## src/rtl/kugelblitz_rx_offload.sv

```systemverilog
// CMAC RX offload: masks bytes not enabled by tkeep, flags runt/oversize frames,
// truncates oversize frames and keeps per-port receive status counters.
`timescale 1ns/1ps
module kugelblitz_rx_offload #(
   parameter int unsigned DATA_WIDTH    = 512,
   parameter int unsigned KEEP_WIDTH    = DATA_WIDTH/8,
   parameter int unsigned USER_WIDTH    = 1,
   parameter int unsigned MIN_FRAME_LEN = 64,
   parameter int unsigned MAX_FRAME_LEN = 1518,
   parameter int unsigned LEN_WIDTH     = 16
) (
   input  logic                  qsfp_rx_clk,
   input  logic                  qsfp_rx_rst_n,
   input  logic [DATA_WIDTH-1:0] s_axis_tdata,
   input  logic [KEEP_WIDTH-1:0] s_axis_tkeep,
   input  logic                  s_axis_tvalid,
   output logic                  s_axis_tready,
   input  logic                  s_axis_tlast,
   input  logic [USER_WIDTH-1:0] s_axis_tuser,
   output logic [DATA_WIDTH-1:0] m_axis_tdata,
   output logic [KEEP_WIDTH-1:0] m_axis_tkeep,
   output logic                  m_axis_tvalid,
   input  logic                  m_axis_tready,
   output logic                  m_axis_tlast,
   output logic [USER_WIDTH-1:0] m_axis_tuser,
   output logic [31:0]           stat_frames,
   output logic [31:0]           stat_runt,
   output logic [31:0]           stat_oversize,
   output logic [31:0]           stat_rx_err
);

   localparam int unsigned CNT_W = $clog2(KEEP_WIDTH + 1);
   localparam logic [LEN_WIDTH-1:0] MIN_LEN = LEN_WIDTH'(MIN_FRAME_LEN);
   localparam logic [LEN_WIDTH-1:0] MAX_LEN = LEN_WIDTH'(MAX_FRAME_LEN);

   if (DATA_WIDTH != 512 || KEEP_WIDTH * 8 != DATA_WIDTH) begin : g_bad_width
      $error("kugelblitz_rx_offload supports only DATA_WIDTH=512 with KEEP_WIDTH=64");
   end
   if (MAX_FRAME_LEN >= 65535) begin : g_bad_max
      $error("kugelblitz_rx_offload requires MAX_FRAME_LEN < 65535");
   end

   typedef enum logic {ST_PASS = 1'b0, ST_DROP = 1'b1} state_e;

   state_e                state_q,    state_d;
   logic [LEN_WIDTH-1:0]  len_q,      len_d;
   logic [DATA_WIDTH-1:0] tdata_q,    tdata_d;
   logic [KEEP_WIDTH-1:0] tkeep_q,    tkeep_d;
   logic                  tvalid_q,   tvalid_d;
   logic                  tlast_q,    tlast_d;
   logic [USER_WIDTH-1:0] tuser_q,    tuser_d;
   logic [31:0]           frames_q,   frames_d;
   logic [31:0]           runt_q,     runt_d;
   logic [31:0]           oversize_q, oversize_d;
   logic [31:0]           rx_err_q,   rx_err_d;

   logic [CNT_W-1:0]      beat_bytes;
   logic [DATA_WIDTH-1:0] masked;
   logic [LEN_WIDTH:0]    len_sum;
   logic [LEN_WIDTH-1:0]  len_next;
   logic                  is_runt;
   logic                  is_over;
   logic                  accept;

   // Byte masking, beat byte count and saturating running frame length.
   always_comb begin
      beat_bytes = '0;
      masked     = '0;
      for (int k = 0; k < KEEP_WIDTH; k++) begin
         beat_bytes          = beat_bytes + CNT_W'(s_axis_tkeep[k]);
         masked[k*8 +: 8]    = s_axis_tkeep[k] ? s_axis_tdata[k*8 +: 8] : 8'h00;
      end
      len_sum  = {1'b0, len_q} + (LEN_WIDTH+1)'(beat_bytes);
      len_next = len_sum[LEN_WIDTH] ? '1 : len_sum[LEN_WIDTH-1:0];
      is_runt  = (len_next < MIN_LEN);
      is_over  = (len_next > MAX_LEN);
   end

   // While dropping an oversize tail the input never waits on the output stage.
   assign s_axis_tready = qsfp_rx_rst_n &&
                          ((state_q == ST_DROP) || !tvalid_q || m_axis_tready);
   assign accept        = s_axis_tvalid && s_axis_tready;

   // Next-state, output-stage and counter update.
   always_comb begin
      state_d    = state_q;
      len_d      = len_q;
      tdata_d    = tdata_q;
      tkeep_d    = tkeep_q;
      tvalid_d   = tvalid_q;
      tlast_d    = tlast_q;
      tuser_d    = tuser_q;
      frames_d   = frames_q;
      runt_d     = runt_q;
      oversize_d = oversize_q;
      rx_err_d   = rx_err_q;

      if (tvalid_q && m_axis_tready) begin
         tvalid_d = 1'b0;
      end

      if (accept) begin
         case (state_q)
            ST_PASS: begin
               tdata_d  = masked;
               tkeep_d  = s_axis_tkeep;
               tuser_d  = s_axis_tuser;
               tlast_d  = s_axis_tlast;
               tvalid_d = 1'b1;
               if (s_axis_tlast) begin
                  tuser_d[0] = s_axis_tuser[0] | is_runt | is_over;
                  len_d      = '0;
                  frames_d   = frames_q + 32'd1;
                  if (is_runt)         runt_d     = runt_q + 32'd1;
                  if (is_over)         oversize_d = oversize_q + 32'd1;
                  if (s_axis_tuser[0]) rx_err_d   = rx_err_q + 32'd1;
               end else if (is_over) begin
                  tlast_d    = 1'b1;
                  tuser_d[0] = 1'b1;
                  len_d      = '0;
                  frames_d   = frames_q + 32'd1;
                  oversize_d = oversize_q + 32'd1;
                  state_d    = ST_DROP;
               end else begin
                  len_d = len_next;
               end
            end
            ST_DROP: begin
               if (s_axis_tlast) begin
                  if (s_axis_tuser[0]) rx_err_d = rx_err_q + 32'd1;
                  len_d   = '0;
                  state_d = ST_PASS;
               end
            end
            default: state_d = ST_PASS;
         endcase
      end
   end

   always_ff @(posedge qsfp_rx_clk or negedge qsfp_rx_rst_n) begin
      if (!qsfp_rx_rst_n) begin
         state_q    <= ST_PASS;
         len_q      <= '0;
         tdata_q    <= '0;
         tkeep_q    <= '0;
         tvalid_q   <= 1'b0;
         tlast_q    <= 1'b0;
         tuser_q    <= '0;
         frames_q   <= '0;
         runt_q     <= '0;
         oversize_q <= '0;
         rx_err_q   <= '0;
      end else begin
         state_q    <= state_d;
         len_q      <= len_d;
         tdata_q    <= tdata_d;
         tkeep_q    <= tkeep_d;
         tvalid_q   <= tvalid_d;
         tlast_q    <= tlast_d;
         tuser_q    <= tuser_d;
         frames_q   <= frames_d;
         runt_q     <= runt_d;
         oversize_q <= oversize_d;
         rx_err_q   <= rx_err_d;
      end
   end

   assign m_axis_tdata  = tdata_q;
   assign m_axis_tkeep  = tkeep_q;
   assign m_axis_tvalid = tvalid_q;
   assign m_axis_tlast  = tlast_q;
   assign m_axis_tuser  = tuser_q;
   assign stat_frames   = frames_q;
   assign stat_runt     = runt_q;
   assign stat_oversize = oversize_q;
   assign stat_rx_err   = rx_err_q;

endmodule

```

## config.mk

```make
export PLATFORM = sky130hd
export DESIGN_NAME = kugelblitz_rx_offload
export DESIGN_NICKNAME = d
export VERILOG_FILES = /design/src/rtl/kugelblitz_rx_offload.sv
export SDC_FILE = /design/constraint.sdc
export NUM_CORES = 1
export LEC_CHECK = 0
export BUFFER_PORTS_ARGS = -buffer_cell sky130_fd_sc_hd__buf_2
export CORE_AREA = 2 2 498 500
export DETAILED_ROUTE_END_ITERATION = 12
export DIE_AREA = 0 0 500 502
export PLACE_DENSITY = 0.3
export SYNTH_ARGS = -nofsm -noshare
export SYNTH_HDL_FRONTEND = slang
export SYNTH_SLANG_ARGS = --single-unit
```

## constraint.sdc

```tcl
create_clock -name qsfp_rx_clk -period 7.1 [get_ports qsfp_rx_clk]
set_input_delay 0.71 -clock qsfp_rx_clk [delete_from_list [all_inputs] [get_ports qsfp_rx_clk]]
set_output_delay 0.71 -clock qsfp_rx_clk [all_outputs]
set_load 0.05 [all_outputs]
```

==> Yosys cells after proc, flatten, opt, wreduce, memory -nomap -nowiden <==
Cells that the tools add are included.
{ "totals": {"input_bits": 582, "output_inout_bits": 708, "register_bits": 724, "wordCells": 181} }
{ "classes": {"magnitude_cmp": 2, "n_eq_ne": 1, "n_bitwise": 3, "mux": 83, "n_reduce_logical": 13, "n_addsub": 68} }
{ "ops": {"columns": ["cell", "count"], "rows": [
  ["two-way mux 8 bit", 64],
  ["adder 7 x 1 -> 7 bit", 57],
  ["adder 32 x 1 -> 32 bit, second input constant", 4],
  ["two-way mux 32 bit", 4],
  ["two-way mux 16 bit", 4],
  ["one-hot mux 16 bit (2 select lines)", 1],
  ["adder 16 x 7 -> 17 bit", 1],
  ["greater-than comparator 16 x 11 -> 1 bit, second input constant", 1],
  ["less-than comparator 16 x 7 -> 1 bit, second input constant", 1],
  ["two-way mux 1 bit", 9],
  ["AND reduction 3 bit", 3],
  ["adder 6 x 1 -> 7 bit", 1],
  ["adder 5 x 1 -> 6 bit", 1],
  ["adder 4 x 1 -> 5 bit", 1],
  ["adder 3 x 1 -> 4 bit", 1],
  ["AND reduction 2 bit", 2],
  ["AND reduction 4 bit", 1],
  ["adder 2 x 1 -> 3 bit", 1],
  ["logical AND 1 bit", 3],
  ["adder 1 x 1 -> 2 bit", 1],
  ["logical OR 1 bit", 2],
  ["!= test 2 bit, second input constant", 1],
  ["OR 1 bit", 2],
  ["one-hot mux 1 bit (2 select lines)", 1],
  ["other kinds (3)", 3]
]} }

==> Longest topological paths before layout <==
{ "depth": {"ltp_word": 69, "ltp_mapped": 28, "ltp_nobuf": 24} }

==> Worst setup path before layout <==
OpenSTA, ideal clock, no wires.
{ "synth_timing": {"kind": "input -> register", "startpoint": "input s_axis_tkeep[35]", "endpoint": "register oversize_q[19], in the netlist stat_oversize[19]", "setup_ps": 146, "slack_ps": -984, "path_stages": 26, "arrival_time_ps": 7938, "n_path_buf": 2, "path_cell_list": "clkbuf_1 > inv_1 > fa_1 > inv_1 > fa_1 > fa_1 > inv_1 > fa_1 > inv_1 > fa_1 > fa_1 > fa_1 > inv_1 > fa_1 > inv_1 > fa_1 > a21o_1 > a221o_1 > and2_0 > a311o_1 > nor4_4 > nand4_4 > a41o_1 > buf_4 > nor4_1 > xor2_1"} }
{ "synth_via": {"elab_chain_len": 33} }
{ "synth_rtl": {"columns": ["element", "line", "rtl"], "rows": [
  ["start: declaration", "15", "input logic [KEEP_WIDTH-1:0] s_axis_tkeep,"],
  ["adder 7 x 1 -> 7 bit (29 in series)", "70", "beat_bytes = beat_bytes + CNT_W'(s_axis_tkeep[k]);"],
  ["adder 16 x 7 -> 17 bit", "73", "len_sum = {1'b0, len_q} + (LEN_WIDTH+1)'(beat_bytes);"],
  ["two-way mux 16 bit", "74", "len_next = len_sum[LEN_WIDTH] ? '1 : len_sum[LEN_WIDTH-1:0];"],
  ["greater-than comparator 16 x 11 -> 1 bit", "76", "is_over = (len_next > MAX_LEN);"],
  ["AND reduction 3 bit (no source line)", null, null],
  ["end signal: assignment", "163", "oversize_q <= oversize_d;"],
  ["end: declaration", "54", "logic [31:0] oversize_q, oversize_d;"]
]} }
Every way passes these cells.
A chain may end at the register's enable or synchronous reset.

==> Final worst setup path <==
{ "layout_timing": {"startpoint": "input s_axis_tkeep[35]", "endpoint": "register oversize_q[1], in the netlist stat_oversize[1]"} }
Same word-level chain as after synthesis.

==> run summary <==
RSZ-0062 raised after global routing: true
Max VDD drop: 1370 uV
GR Util All Layers: 0.153
Post-Syn Instances: 3316
Largest area contributor in the netlist: dfrtp_1
Routed via count: 29600
Final period util: 1.07
Mapped cell area: 31100 um2
Post-synth top flop: dfrtp_1
Tot Pwr: 22.4 mW
Most frequent cells in the layout: buf_2, nand2_1, dfrtp_1, nand3_1, buf_4
CTS Root Cell: clkbuf_16
Cells on Worst Hold Path: 3
Cell area after layout: 47500 um2
Max Clock Freq: 132 MHz
Critical path buffers and inverters: 10
Core area: 245000 um2
Final antenna-violating net count: 0
Via density: 3.68
CP max FO: 6
Sequential share of the synthesized area: 0.583
Net Count, Synth: 3985
Startpoint Class: input port
Worst setup path start: s_axis_tkeep[35]
Reg clk slew, reported paths: 60 ps
Internal reg-to-reg setup slack: -40 ps
First-pass GRT wire length: 267000 um
GR Overflow Total: 0
Fin cells: 8057
Max Root-Sink Buffers: 3
Slowest stage delay, CP: 590 ps
Area grow syn2layout: 52.9%
Worst hold endpoint: m_axis_tdata[410]
Final Skew: 39.6 ps
R2r worst-path depth: 24
Crit path max-delay family: adder cells
Origin of the critical flop-to-flop path: len_q[0]
Final worst slack: -481 ps
Max-slew violation count: 0
Netlist cell types: 55
Crit path DAT: 8200 ps
R2r endpoint: stat_oversize[1]
Static Leak: 25.9 nW
Top post-synthesis cells by area: dfrtp_1, nand2_1, nand3_1, fa_1, clkbuf_1
Slew HR: 0.130
DRT Pass-1 Iters: 5
Largest net degree at the start of global routing: 158
Die width: 500 um
Worst hold path class: input port to flip-flop
DR iter-0 viols: 1520
Power Density: 471 nW/um2
Crit Path Class: input port to flip-flop
Final setup viols: 110
Post-DR wirelength/cell: 24.6 um
Initial antenna violation count: 98
Minimum clock period: 7580 ps
Status: finished with violations
CTS Buf Count: 99
Total Wirelength: 198000 um
Dpl cells: 7793
Die area: 251000 um2
Row cnt: 182
Hold Path Origin: s_axis_tdata[410]
Avg Cell Area, Syn: 9.38 um2
Drt drc: 0
DP HPWL: 159000 um
Ys async rst share: 1.00
Total of max-cap violations: 0
Pre-CTS setup slack: -1720 ps
I/O pins: 1290
# port buffers: 1289
Commonest non-fill, non-tap cell in the layout: buf_2
Post-synth EDFFs: 0
Share of cells above drive strength 1: 0.377
CTS Sinks: 724
Die height: 502 um
Yosys top cell area share: 0.583
Worst setup EP type: flip-flop
#FFs+latches synth: 724
CP dominant cell by count: fa_1
Slowest cell on crit path: fa_2
Clk_lat worst skew: 760 ps
Worst slew pin tran: 1300 ps
Syn. warnings: 0
Critical path required time: 7720 ps
Vias in the first global route: 30800
Placed Area: 42800 um2
Htree depth: 3
Initial core utilization: 0.127
Final #Nets: 5379
TritonCTS clock tree: built
Final Hold Vio Count: 0
Failing checks: negative setup slack
WHS: 179 ps
Routability cong.: 0.846
## synth_stat cells, drive strengths merged, types with 2 or more instances
| cell | instances |
|---|---|
| a2111oi | 2 |
| a211o | 2 |
| a211oi | 2 |
| a21o | 5 |
| a21oi | 10 |
| a221oi | 3 |
| a22o | 4 |
| a311o | 2 |
| and2 | 14 |
| and3 | 34 |
| and4 | 7 |
| and4b | 2 |
| buf | 18 |
| clkbuf | 189 |
| dfrtp | 724 |
| fa | 56 |
| ha | 31 |
| inv | 114 |
| mux2 | 4 |
| nand2 | 1203 |
| nand2b | 2 |
| nand3 | 555 |
| nand4 | 21 |
| nor2 | 57 |
| nor2b | 5 |
| nor3 | 26 |
| nor4 | 21 |
| o21a | 3 |
| o21ai | 52 |
| o21bai | 3 |
| or2 | 4 |
| or4 | 2 |
| xnor2 | 54 |
| xor2 | 75 |
## registers in the layout, indices dropped and copies added, names as in the netlist, 16 cells and up
signal         flops
stat_frames       32
stat_oversize     32
m_axis_tdata     512
m_axis_tkeep      64
stat_rx_err       32
len_q             16
stat_runt         32
## worst max-delay path by stage
stage	slack, ps	end	cells past startpoint
after global placement	-1660	len_q[3]	27
after floorplan	-740	stat_oversize[29]	25
final	-480	stat_oversize[1]	28
after CTS	-430	stat_runt[25]	28
after global routing	-620	stat_runt[19]	27
after detailed placement	-1720	len_q[9]	27
## per-layer routing
metal / vias up / share of wire / GRT usage
li1: 13600 / - / -
met5: - / 0.0018 / 0
met1: 14600 / 0.38 / 0.170
met2: 1146 / 0.50 / 0.266
met3: 275 / 0.091 / 0.0605
met4: 52 / 0.032 / 0.0458
## where the power goes
group          switching, mW  total (mW)  leakage [nW]  internal (mW)
combinational           7.54        12.0          14.8           4.43
sequential             0.448        5.24          9.47           4.79
clock                   2.17        5.18          1.61           3.02
total                   10.2        22.4          25.9           12.2
## worst min-delay path: stages
cell	delay [ps]
buf_2	70
nand3_1	60
nand2_1	60
## through the flow
step                 util  TNS (ps)
floorplan               -    -60160
global placement    0.174   -153250
detailed placement  0.174   -160610
CTS                 0.192    -31470
global route        0.194    -52160
finish              0.194    -37360
## what timing repair did
action	4_1_cts	5_1_grt
resized for setup	170	62
hold buffers	1	0
pin swaps	78	68
cloned	5	0
buffers inserted	19	17
setup endpoints to repair	110	110
endpoints found under the hold margin	56	0
## cells by family after synthesis
| kind of cell | synth area share |
|---|---|
| and+or+nand+nor | 0.272 |
| DFF | 0.583 |
| buffers and inverters | 0.0391 |
| xor gates and xnor gates | 0.0363 |
| AOI/OAI and AO/OA | 0.0194 |
| adders and majority gates | 0.0485 |
| muxes | 0.00145 |
## cell type report
class | instances | area (um2)
antenna | 50 | 125
fill | 27600 | 198000
sequential | 724 | 18100
clock buffer | 149 | 2910
tap | 3220 | 4030
clock inverter | 29 | 414
inverter | 114 | 438
timing repair buffer | 1498 | 8730
multi-input combinational | 2273 | 12800
Power figures use the tool's default switching activity.
